$ cat config.mk
export PLATFORM = sky130hd
export DESIGN_NAME = multicycle_ctrl
export DESIGN_NICKNAME = d
export VERILOG_FILES = /design/src/rtl/multicycle_ctrl.sv
export SDC_FILE = /design/constraint.sdc
export NUM_CORES = 1
export LEC_CHECK = 0
export ABC_CLOCK_PERIOD_IN_PS = 3600
export BUFFER_PORTS_ARGS = -buffer_cell sky130_fd_sc_hd__buf_2
export CAP_MARGIN = 20
export CELL_PAD_IN_SITES_DETAIL_PLACEMENT = 1
export CELL_PAD_IN_SITES_GLOBAL_PLACEMENT = 2
export CORE_MARGIN = 2
export CORE_UTILIZATION = 34
export DETAILED_ROUTE_END_ITERATION = 7
export PLACE_DENSITY = 0.81
export SYNTH_ARGS = -nofsm -noshare
export SYNTH_HDL_FRONTEND = slang
export SYNTH_SLANG_ARGS = --single-unit
$ cat constraint.sdc
create_clock -name clk -period 3.6 [get_ports clk]
set_input_delay 0.18 -clock clk [delete_from_list [all_inputs] [get_ports clk]]
set_output_delay 0.18 -clock clk [all_outputs]
set_load 0.01 [all_outputs]
$ cat src/rtl/multicycle_ctrl.sv
// Multi-cycle instruction sequencer: FETCH/DECODE/EXEC/MEM/WB control FSM with
// memory handshakes, timeout and illegal-opcode trapping, and a retire counter.
module multicycle_ctrl #(
  parameter int OPW         = 3,   // must be >= 3
  parameter int MEM_TIMEOUT = 15,  // must be >= 1
  parameter int CNT_W       = 16
) (
  input  logic             clk,
  input  logic             rst_n,
  input  logic             run,
  input  logic [OPW-1:0]   opcode,
  input  logic             zero,
  input  logic             imem_ack,
  input  logic             dmem_ack,
  output logic             imem_req,
  output logic             dmem_req,
  output logic             ir_write,
  output logic             pc_write,
  output logic [1:0]       pc_src,
  output logic             reg_write,
  output logic             mem_read,
  output logic             mem_write,
  output logic [1:0]       alu_op,
  output logic             alu_src,
  output logic             reg_dst,
  output logic             mem_to_reg,
  output logic             busy,
  output logic             err,
  output logic             retired,
  output logic [CNT_W-1:0] retire_cnt
);

  typedef enum logic [2:0] {
    S_IDLE, S_FETCH, S_DECODE, S_EXEC, S_MEM, S_WB, S_ERR
  } state_e;

  typedef enum logic [2:0] {
    OP_ADD, OP_XOR, OP_SLL, OP_SLT, OP_J, OP_SW, OP_LW, OP_BEQ
  } op_e;

  localparam int TW = $clog2(MEM_TIMEOUT + 1);

  state_e        state, state_next;
  op_e           op_q, op_next;
  logic [TW-1:0] tcnt, tcnt_next;
  logic          illegal;
  logic          timeout;

  if (OPW > 3) begin : g_wide_op
    assign illegal = |opcode[OPW-1:3];
  end else begin : g_narrow_op
    assign illegal = 1'b0;
  end

  // The ack that would have been the MEM_TIMEOUT-th miss still wins.
  assign timeout = (tcnt == TW'(MEM_TIMEOUT - 1));

  // NOTE: state uses non-blocking assignments so every register samples the
  // pre-edge values; the async reset clears outputs without waiting for clk.
  always_ff @(posedge clk or negedge rst_n) begin
    if (!rst_n) begin
      state      <= S_IDLE;
      op_q       <= OP_ADD;
      tcnt       <= '0;
      retire_cnt <= '0;
    end else begin
      state <= state_next;
      op_q  <= op_next;
      tcnt  <= tcnt_next;
      if (retired) retire_cnt <= retire_cnt + CNT_W'(1);
    end
  end

  // NOTE: every signal driven here gets a default first, so no path through
  // the case statement can leave one unassigned and infer a latch.
  always_comb begin
    state_next = state;
    op_next    = op_q;
    tcnt_next  = '0;
    imem_req   = 1'b0;
    dmem_req   = 1'b0;
    ir_write   = 1'b0;
    pc_write   = 1'b0;
    pc_src     = 2'd0;
    reg_write  = 1'b0;
    mem_read   = 1'b0;
    mem_write  = 1'b0;
    alu_op     = 2'd0;
    alu_src    = 1'b0;
    reg_dst    = 1'b0;
    mem_to_reg = 1'b0;
    err        = 1'b0;
    retired    = 1'b0;

    unique case (state)
      S_IDLE: if (run) state_next = S_FETCH;

      S_FETCH: begin
        imem_req = 1'b1;
        if (imem_ack) begin
          ir_write   = 1'b1;
          pc_write   = 1'b1;
          state_next = S_DECODE;
        end else if (timeout) begin
          state_next = S_ERR;
        end else begin
          tcnt_next = tcnt + TW'(1);
        end
      end

      S_DECODE: begin
        op_next    = op_e'(opcode[2:0]);
        state_next = illegal ? S_ERR : S_EXEC;
      end

      S_EXEC: begin
        unique case (op_q)
          OP_ADD, OP_XOR, OP_SLL, OP_SLT: begin
            alu_op     = 2'(op_q);
            state_next = S_WB;
          end
          OP_LW, OP_SW: begin
            alu_src    = 1'b1;
            state_next = S_MEM;
          end
          OP_J: begin
            pc_write = 1'b1;
            pc_src   = 2'd2;
            retired  = 1'b1;
          end
          OP_BEQ: begin
            pc_write = zero;
            pc_src   = 2'd1;
            retired  = 1'b1;
          end
        endcase
      end

      S_MEM: begin
        dmem_req  = 1'b1;
        mem_read  = (op_q == OP_LW);
        mem_write = (op_q == OP_SW);
        if (dmem_ack) begin
          if (op_q == OP_SW) retired    = 1'b1;
          else               state_next = S_WB;
        end else if (timeout) begin
          state_next = S_ERR;
        end else begin
          tcnt_next = tcnt + TW'(1);
        end
      end

      S_WB: begin
        reg_write  = 1'b1;
        reg_dst    = 1'b1;
        mem_to_reg = (op_q == OP_LW);
        retired    = 1'b1;
      end

      S_ERR: err = 1'b1;

      default: state_next = S_IDLE;
    endcase

    if (retired) state_next = run ? S_FETCH : S_IDLE;
  end

  assign busy = (state != S_IDLE) && (state != S_ERR);

endmodule

Yosys cells after proc, flatten, opt, wreduce, memory -nomap -nowiden
Cells that the tools add are included.
- bits in registers: 26
- input port bits: 9
- output and inout port bits: 33
- $add $sub $neg: 2
- equality and inequality tests: 19
- mux-type cells: 34
- reductions and logical operators: 9
- operators with widths (cell ; number):
    == test 3 bit, second input constant ; 7
    two-way mux 3 bit ; 6
    one-hot mux 3 bit (6 select lines) ; 1
    adder 16 x 1 -> 16 bit, second input constant ; 1
    two-way mux 1 bit ; 15
    == test 3 x 2 -> 1 bit, second input constant ; 4
    two-way mux 4 bit ; 3
    != test 4 bit, second input constant ; 2
    one-hot mux 4 bit (2 select lines) ; 1
    == test 3 x 1 -> 1 bit, second input constant ; 2
    logical NOT 3 bit ; 2
    two-way mux 2 bit ; 3
    != test 3 bit, second input constant ; 2
    one-hot mux 3 bit (2 select lines) ; 1
    OR reduction 2 bit ; 3
    adder 4 x 1 -> 4 bit, second input constant ; 1
    == test 4 bit, second input constant ; 1
    one-hot mux 1 bit (2 select lines) ; 2
    one-hot mux 2 bit (2 select lines) ; 1
    AND reduction 4 bit ; 1
    OR reduction 4 bit ; 1
    one-hot mux 1 bit (3 select lines) ; 1
    nonzero test 3 bit ; 1
    != test 2 x 1 -> 1 bit, second input constant ; 1
    logical AND 1 bit ; 1

Depth between registers and ports, before layout
Gate-level depths: netlist (run 1).
- depth after elaboration: 6
- gate-level depth with buffers: 7
- depth with buffers taken out: 6

Least setup slack after synthesis (run 1)
OpenSTA, ideal clock, no wires.
- path type: flip-flop to flip-flop
- start point: reg state[1]
- end point: reg retire_cnt[15]
- setup time: 124 ps
- data arrival time: 1511 ps
- required time: 3476 ps
- path slack: 1965 ps
- cell stages (with the launch flop): 7
- clock period less this slack: 1635 ps
- cells stage by stage: dfrtp_1 > buf_6 > or3b_4 > o22ai_4 > buf_6 > o2111ai_2 > xnor2_1
- longest elaborated chain between the ends: 2
- elaborated cells on any way between the ends: 4
- classes of those cells: eq/ne: 3; mux: 1
- RTL lines (what ; line ; source):
    from (decl) ; 43 ; state_e state, state_next;
    from (signal assigned) ; 67 ; state <= state_next;
    == test 3 bit or == test 3 x 2 -> 1 bit (tied branches) ; 95 ; unique case (state)
    one-hot mux 1 bit (3 select lines) * ; 95 ;
    to (signal assigned) ; 70 ; if (retired) retire_cnt <= retire_cnt + CNT_W'(1);
    to (decl) ; 30 ; output logic [CNT_W-1:0] retire_cnt
Every way passes the cells marked *; elsewhere a longest branch is shown, timed or not.
A chain may end at the register's enable or synchronous reset.

Worst setup path in the final report (run 1)
- start point: reg state[1]
- end point: out mem_to_reg
- longest elaborated chain between the ends: 2
- RTL lines (what ; line ; source):
    == test 3 bit ; 95 ;
    two-way mux 1 bit ; 95 ;
    to (decl) ; 26 ; output logic mem_to_reg,
No other way between the ends.

==> results of run 1 <==
metrics by stage:
stage | hold WS, ps | total power, mW | util, % | instance area [um2]
4_1_cts | 133 | 1.20 | 40.8 | 1760
2_1_floorplan | -116 | 0.846 | - | 1520
6_report | 137 | 1.18 | 40.8 | 1760
5_1_grt | 130 | 1.28 | 40.8 | 1760
3_5_place_dp | 226 | 0.957 | 38.9 | 1680
3_3_place_gp | 210 | 0.929 | 38.9 | 1680
power by group:
group	internal, mW	total, mW	switching, mW	leakage, nW
Clock	0.149	0.237	0.0887	0.0357
Combinational	0.206	0.447	0.241	0.444
Sequential	0.363	0.493	0.130	0.340
Total	0.718	1.18	0.460	0.820
Yosys cell counts (3+ instances only):
| master | number |
|---|---|
| ha_1 | 3 |
| inv_1 | 4 |
| nand2_1 | 4 |
| o2111ai_1 | 6 |
| nor3_1 | 4 |
| mux2_2 | 4 |
| xnor2_1 | 17 |
| nand2b_1 | 4 |
| buf_4 | 4 |
| o21ai_0 | 5 |
| nand3_1 | 6 |
| dfrtp_1 | 26 |
| buf_6 | 3 |
| nor2_1 | 12 |
| and2_1 | 3 |
flip-flops by register name, indices dropped and copies added, names as in the netlist:
name,flops
state,3
tcnt,4
op_q,3
retire_cnt,16
critical path: stages, from the launching register on:
cell and delay (ps):
dfrtp_1 490, inv_2 170, and3_1 620, and4b_1 290
buf_2 130
path summary, 6_finish.rpt:
path	from	end	slack [ps]	depth (start not counted)
min reg2reg	retire_cnt[15]$_DFFE_PN0P_	retire_cnt[15]$_DFFE_PN0P_	480	1
max	state[1]$_DFFE_PN0P_	mem_to_reg	1460	4
max reg2reg	state[2]$_DFFE_PN0P_	retire_cnt[1]$_DFFE_PN0P_	1710	4
max in group asynchronous	rst_n	retire_cnt[3]$_DFFE_PN0P_	2760	2
min in group asynchronous	rst_n	retire_cnt[2]$_DFFE_PN0P_	450	2
min	run	state[0]$_DFFE_PN0P_	140	2
per-layer routing:
| metal | GRT usage, % | share of wire, % | up-vias |
|---|---|---|---|
| met2 | 24.8 | 47 | 35 |
| met1 | 20.8 | 46 | 606 |
| met4 | 4.40 | 1.2 | 0 |
| met5 | 0 | 0 | - |
| met3 | 2.85 | 5.8 | 4 |
| li1 | - | - | 573 |
cell usage in the layout, fill, tap and decap left out, drive strengths merged, types with 2 or more instances in the layout:
cell,instances
o2111ai,8
dfrtp,26
o21ai,5
nor2,13
mux2,4
nand2b,4
nor4b,2
and2,3
clkbuf,3
xnor2,17
inv,5
nand2,4
a21oi,2
buf,41
xor2,2
ha,3
and3,3
a31oi,2
o21bai,2
o22ai,2
nor3,4
nand3,6
nand4b,2
kinds of logic (layout without fill, tap and decap cells):
kind of cell | Yosys count | count (layout) | share of synthesized area, %
simple gates | 48 | 48 | 18.4
compound gates | 26 | 26 | 14.1
flops | 26 | 26 | 42.8
xor+xnor | 19 | 19 | 10.9
buf+inv | 16 | 51 | 8.39
mux | 4 | 4 | 2.96
fa+ha+maj | 3 | 3 | 2.47
final cells by class:
type,count,area (um2),share of cell area [%]
Multi-Input combinational cell,100,743,42.1
Sequential cell,26,651,36.9
Timing Repair Buffer,42,215,12.2
Tap cell,52,65.1,3.69
Clock buffer,3,41.3,2.34
Clock inverter,1,30.0,1.70
Inverter,5,18.8,1.06
==> impl_metrics.toml, run 1 <==
[setup_path]
critPathMaxFanout = 19
timing.critical_path.to_type = "output port"
worst-endpoint-arrival_ps = 1960
worstSetupStartpointType = "flip-flop"
worstPathRequired_ps = 3420
critPathKind = "flip-flop to output port"

[sta]
fin_crit_sh_pct = 59.5
rsz0062_at_grt = "false"
skew_ps = 8.09
finalSetupViolations = 0
fin_crit_ps = 2140
fin_ws_ps = 1460
tns_ps = 0
worstMarginPinSlew_ps = 684
slew-limit-headroom_pct = 54.4
drv_slew = 0
hold_violations = 0
max_freq_mhz = 467

[synthesis]
syn-cell-area_um2 = 1520
yosysTopAreaCell = "dfrtp_1"
yosysTopAreaCellShare_pct = 42.8
ys_ff_latch = 26
synth_cell_types = 43
postSynthAreaPerCell_um2 = 10.7
synthTopCellsByArea = "dfrtp_1 (43%), xnor2_1 (9.8%), o2111ai_1 (3.5%)"
synth-seq-area-share_pct = 42.8
synth_ff_type = "dfrtp_1"
synthArstFlopShare_pct = 100
ys_warn_count = 0
syn_inst = 142
synth_nets = 154
synth-edff-count = 0

[clocking]
postCtsSetupBuffers = 0
cts-root-buf = "clkbuf_8"
cts_buffers = 3
clk_pin_slew_ps = 90
cts_resized = 0
cts_sinks = 26
clock_latency_ps = 270
cts_tree = "done"
h-tree-depth = 1
cts.path.max_buffers = 2
hold_buffers = 1

[pwr]
powerDensity_nw_per_um2 = 668
p_leak_nw = 0.820
ir_drop_uv = 273

[routing]
remaining_drc_errors = 0
vias = 1218
wl_per_cell_um = 15.3
viasPerCell = 5.32
finalWirelength_um = 3510
drtIter0Drc = 63
dr.pass1.iters = 4
antenna_left = 0

[floorplan]
fp.dieH_um = 70.9
row_count = 24
initial_utilization_pct = 35.2
io_pins = 42
die_area_um2 = 5030
core-area_um2 = 4320
dieWidth_um = 70.9

[worst_hold_path]
hp-class = "input port to flip-flop"

[grt]
first_global_vias = 1264
grt_max_degree = 27
antenna_found_initial = 0
grt_first_pass_wirelength_um = 6310
track_usage_pct = 15.3
grt_overflow = 0

[status]
outcome = "finished clean"

[layout]
area_growth_pct = 16.0
diodes = 0
drive_above_1_share_pct = 32.8
layout.nets = 190
final_cell_count_no_fill = 229
nFillCells = 517

[job]
cap_viol_max_count = 0

[placement]
routabilityCongestion = 0.830
dp_worst_setup_slack_ps = 1690
dp_cells = 224
hpwl_um = 2670
port_buffers = 41
Power figures use the tool's default switching activity.
==> run 2, diff against run 1 <==
==> config.mk (replaced) <==
export PLATFORM = sky130hd
export DESIGN_NAME = multicycle_ctrl
export DESIGN_NICKNAME = d
export VERILOG_FILES = /design/src/rtl/multicycle_ctrl.sv
export SDC_FILE = /design/constraint.sdc
export NUM_CORES = 1
export LEC_CHECK = 0
export ABC_CLOCK_PERIOD_IN_PS = 2000
export BUFFER_PORTS_ARGS = -buffer_cell sky130_fd_sc_hd__buf_2
export CAP_MARGIN = 20
export CELL_PAD_IN_SITES_DETAIL_PLACEMENT = 1
export CELL_PAD_IN_SITES_GLOBAL_PLACEMENT = 2
export CORE_MARGIN = 2
export CORE_UTILIZATION = 32
export DETAILED_ROUTE_END_ITERATION = 7
export PLACE_DENSITY = 0.77
export SYNTH_ARGS = -nofsm -noshare
export SYNTH_HDL_FRONTEND = slang
export SYNTH_SLANG_ARGS = --single-unit
==> constraint.sdc (replaced) <==
create_clock -name clk -period 2 [get_ports clk]
set_input_delay 0.1 -clock clk [delete_from_list [all_inputs] [get_ports clk]]
set_output_delay 0.1 -clock clk [all_outputs]
set_load 0.01 [all_outputs]
==> run 2 against run 1 <==
Combinational power grew 110%. Largest power group is now combinational logic. Sequential cell count is the same. Non-clock buffer count grew 7. Utilization shrank 1.5 points. Register-to-register slack lost 1400 ps. Via count grew 2.1%. Sequential power grew 71%. Final cell count grew 3.9%. Global-route usage shrank 0.42 points. Die area grew 5.9%. Worst hold slack lost 77 ps.
==> impl_metrics.toml, run 2 (synthesis gave the netlist of run 1 again) <==
[clocking]
cts_sinks = 26
clock_latency_ps = 270
cts-root-buf = "clkbuf_8"
cts_tree = "done"
cts_buffers = 3
clk_pin_slew_ps = 90
h-tree-depth = 1
cts.path.max_buffers = 2

[routing]
viasPerCell = 5.22
wl_per_cell_um = 16.0
antenna_left = 0
remaining_drc_errors = 0
finalWirelength_um = 3820
drtIter0Drc = 44
vias = 1243
dr.pass1.iters = 2

[floorplan]
die_area_um2 = 5320
io_pins = 42
core-area_um2 = 4660
fp.dieH_um = 73.0
dieWidth_um = 73.0
row_count = 25
initial_utilization_pct = 32.6

[pwr]
p_leak_nw = 0.856
ir_drop_uv = 595
powerDensity_nw_per_um2 = 1210

[layout]
drive_above_1_share_pct = 36.4
regMostFlops = "retire_cnt"
layout_common_cells = "buf_2 (41), dfrtp_1 (25), xnor2_1 (17), nor2_1 (12)"
reg.largest.list = "retire_cnt: 16 flops, tcnt: 4 flops"
design_area_um2 = 1830
largest_reg_flops = 16
diodes = 0
final_cell_count_no_fill = 238
final_common_cell = "buf_2"
area_growth_pct = 20.4
fin_util_pct = 39.3
layout.nets = 197

[placement]
dp_cells = 232
port_buffers = 41
routabilityCongestion = 0.806
dpl-instance-area_um2 = 1730
hpwl_um = 2860

[setup_path]
worstSetupStartpointType = "flip-flop"
worst-endpoint-arrival_ps = 1780
worstPathRequired_ps = 1900
timing.critical_path.to_type = "output port"
critPathMaxFanout = 17
critPathKind = "flip-flop to output port"

[grt]
grt_first_pass_wirelength_um = 6200
track_usage_pct = 14.8
grt_overflow = 0
use_met1_pct = 18.3
antenna_found_initial = 0
use_met2_pct = 26.1
grt.met3_usage_pct = 2.90
top_usage_layer = "met2"
grt_max_degree = 27
first_global_vias = 1282

[sta]
fin_hold_ws_ps = 60.2
drv_slew = 0
skew_ps = 3.34
slew-limit-headroom_pct = 56.0
rsz0062_at_grt = "false"
max_freq_mhz = 532
finalSetupViolations = 0
fin_crit_sh_pct = 93.9
hold_violations = 0
tns_ps = 0
fin_crit_ps = 1880
worstMarginPinSlew_ps = 655

[worst_hold_path]
hp-class = "input port to flip-flop"

[status]
outcome = "finished clean"

[job]
cap_viol_max_count = 0
-- run 2: changes by cell type in the layout (fill, tap and decap cells not counted) --
| cell | previous run | this run |
|---|---|---|
| buf_6 | 0 | 1 |
| xor2_1 | 2 | 1 |
| dfrtp_2 | 0 | 1 |
| dfrtp_1 | 26 | 25 |
| buf_4 | 0 | 6 |
| xor2_2 | 0 | 1 |
-- run 2: power by group --
| part | switching, mW | internal (mW) |
|---|---|---|
| Combinational | 0.515 | 0.434 |
| Clock | 0.164 | 0.268 |
| Sequential | 0.189 | 0.656 |
| Total | 0.868 | 1.36 |
-- run 2: per-layer routing --
| layer | up-vias | routed length [um] |
|---|---|---|
| met2 | 33 | 1830 |
| met1 | 619 | 1790 |
| li1 | 586 | - |
| met5 | - | 0 |
| met3 | 5 | 158 |
| met4 | 0 | 34 |
-- run 2: metrics by stage --
step	power (mW)	worst slack, ps
2_1_floorplan	1.52	365
3_3_place_gp	1.74	268
3_5_place_dp	1.78	180
4_1_cts	2.23	20.1
5_1_grt	2.39	14.3
6_report	2.23	121
-- run 2: cell type report --
cell class / instances / area (um2)
fill: 538 / 2830
multi-input combinational: 100 / 751
sequential: 26 / 652
timing repair buffer: 49 / 272
tap: 54 / 67.6
clock buffer: 3 / 41.3
clock inverter: 1 / 30.0
inverter: 5 / 18.8
-- run 2: final timing paths --
| path | start | to | slack (ps) | cells past startpoint |
|---|---|---|---|---|
| max in group asynchronous | rst_n | state[1]$_DFFE_PN0P_ | 1230 | 2 |
| max reg2reg | state[1]$_DFFE_PN0P_ | retire_cnt[9]$_DFFE_PN0P_ | 270 | 5 |
| min in group asynchronous | rst_n | tcnt[0]$_DFF_PN0_ | 360 | 2 |
| max | state[1]$_DFFE_PN0P_ | retired | 120 | 6 |
| min reg2reg | retire_cnt[15]$_DFFE_PN0P_ | retire_cnt[15]$_DFFE_PN0P_ | 480 | 1 |
| min | opcode[0] | op_q[0]$_DFFE_PN0P_ | 60 | 2 |
-- run 2: repair_timing --
action,CTS,global route
setup buffers,0,1
hold buffers,1,0
endpoints found under the setup margin,0,1
resized for setup,0,3
endpoints found under the hold margin,26,0
-- run 2: critical path: stages (launching register included) --
cell and delay (ps):
dfrtp_2 480, or3b_4 450, o22ai_4 120, buf_6 200, nor2_2 70, inv_1 60, buf_2 120
==> run 3, diff against run 2 <==
--- a/config.mk
+++ b/config.mk
@@ -13,6 +13,7 @@
 export CORE_MARGIN = 2
 export CORE_UTILIZATION = 32
 export DETAILED_ROUTE_END_ITERATION = 7
+export HOLD_SLACK_MARGIN = 0.12
 export PLACE_DENSITY = 0.77
 export SYNTH_ARGS = -nofsm -noshare
 export SYNTH_HDL_FRONTEND = slang
==> run 3 against run 2 <==
Fmax barely moved. Count of clock-buffer cells in the layout did not move. Clock skew did not move. Highest routed layer unchanged. Sequential power barely moved. Critical path type unchanged. Critical endpoint unchanged. Clock power barely moved. Worst hold slack improved by 170 ps.
==> impl_metrics.toml, run 3 (synthesis gave the netlist of run 1 again) <==
[routing]
remaining_drc_errors = 0
dr.pass1.iters = 4
finalWirelength_um = 3840
viasPerCell = 5.21
vias = 1262
drtIter0Drc = 44
wl_per_cell_um = 15.9
antenna_left = 0

[grt]
grt_overflow = 0
antenna_found_initial = 0
first_global_vias = 1300
grt_first_pass_wirelength_um = 6230
grt_max_degree = 27
track_usage_pct = 14.9

[setup_path]
worstSetupStartpointType = "flip-flop"
timing.critical_path.to_type = "output port"
r2r_slack_ps = 280
critPathMaxFanout = 17
worstPathRequired_ps = 1900
worst-endpoint-arrival_ps = 1780
critPathKind = "flip-flop to output port"

[placement]
hpwl_um = 2860
port_buffers = 41
routabilityCongestion = 0.806

[floorplan]
fp.dieH_um = 73.0
io_pins = 42
core-area_um2 = 4660
initial_utilization_pct = 32.6
die_area_um2 = 5320
dieWidth_um = 73.0
row_count = 25

[status]
outcome = "finished clean"

[pwr]
p_leak_nw = 0.872
seq_power_share_pct = 37.9
p_int_mw = 1.36
powerDensity_nw_per_um2 = 1190
p_sw_mw = 0.868
power.share.clock_pct = 19.4
p_comb_share_pct = 42.8
ir_drop_uv = 596
swShare_pct = 38.9

[layout]
final_common_cell = "buf_2"
regMostFlops = "retire_cnt"
multi_input_area_um2 = 751
largest_reg_flops = 16
nFillCells = 536
layout.nets = 201
reg.largest.list = "retire_cnt: 16 flops, tcnt: 4 flops"
area_growth_pct = 23.0
drive_above_1_share_pct = 35.6
layout_common_cells = "buf_2 (41), dfrtp_1 (25), xnor2_1 (17), nor2_1 (12)"
diodes = 0
ff_latch_area_um2 = 652

[clocking]
cts_sinks = 26
h-tree-depth = 1
cts_buffers = 3
cts-root-buf = "clkbuf_8"
clk_pin_slew_ps = 90
clock_latency_ps = 270
cts_tree = "done"
cts.path.max_buffers = 2

[sta]
slew-limit-headroom_pct = 56.0
hold_violations = 0
max_freq_mhz = 532
skew_ps = 3.34
drv_slew = 0
fin_crit_sh_pct = 94.0
fin_hold_ws_ps = 233
tns_ps = 0
finalSetupViolations = 0
worstMarginPinSlew_ps = 655
rsz0062_at_grt = "false"
fin_crit_ps = 1880

[job]
cap_viol_max_count = 0

[worst_hold_path]
hp-class = "input port to flip-flop"
[run 3: worst max-delay path, cell delays in order, from the launching register on]
cell     delay [ps]
dfrtp_2         480
or3b_4          450
o22ai_4         120
buf_6           200
nor2_2           70
inv_1            60
buf_2           120
[run 3: final timing paths]
check,from,end,cells after the start
worst max-delay path,state[1]$_DFFE_PN0P_,retired,6
worst min-delay path,dmem_ack,state[1]$_DFFE_PN0P_,4
worst max register to register,state[1]$_DFFE_PN0P_,retire_cnt[9]$_DFFE_PN0P_,5
worst min register to register,retire_cnt[15]$_DFFE_PN0P_,retire_cnt[15]$_DFFE_PN0P_,1
max in group asynchronous,rst_n,state[1]$_DFFE_PN0P_,2
min in group asynchronous,rst_n,tcnt[0]$_DFF_PN0_,2
[run 3: layout make-up]
type | instances | share of cell area, %
clock inverters | 1 | 1.60
clock buffers | 3 | 2.21
well taps | 54 | 3.61
inverters | 5 | 1.00
repair buffers | 53 | 16.6
multi-input cells | 100 | 40.1
flip-flops and latches | 26 | 34.8
[run 3: per-stage QoR]
stage	std cells	power (mW)	setup WS, ps	cell area (um2)	utilization (%)
global route	242	2.40	14.3	1870	40.2
floorplan	142	1.52	365	1520	-
CTS	241	2.23	20.1	1850	39.7
global placement	232	1.74	268	1730	37.1
finish	242	2.23	120	1870	40.2
detailed placement	232	1.78	180	1730	37.1
[run 3: power by group through the flow]
| stage | Combinational, mW | Sequential [mW] | Clock, mW |
|---|---|---|---|
| floorplan | 0.736 | 0.787 | 0 |
| global placement | 0.900 | 0.838 | 0 |
| detailed placement | 0.935 | 0.849 | 0 |
| CTS | 0.949 | 0.839 | 0.444 |
| global route | 1.06 | 0.877 | 0.469 |
| finish | 0.954 | 0.845 | 0.432 |
[run 3: repair_timing]
action / 4_1_cts / 5_1_grt
hold endpoints to repair: 30 / 0
setup endpoints to repair: 0 / 1
buffers inserted: 0 / 1
hold buffers: 5 / 0
gates resized for setup: 0 / 3
[run 3: layer usage]
metal	GRT usage [%]	part of all wire, %	up-vias
met5	0	0	-
met4	4.53	0.89	0
met3	2.90	3.9	5
met2	26.4	48	35
met1	18.3	47	628
li1	-	-	594
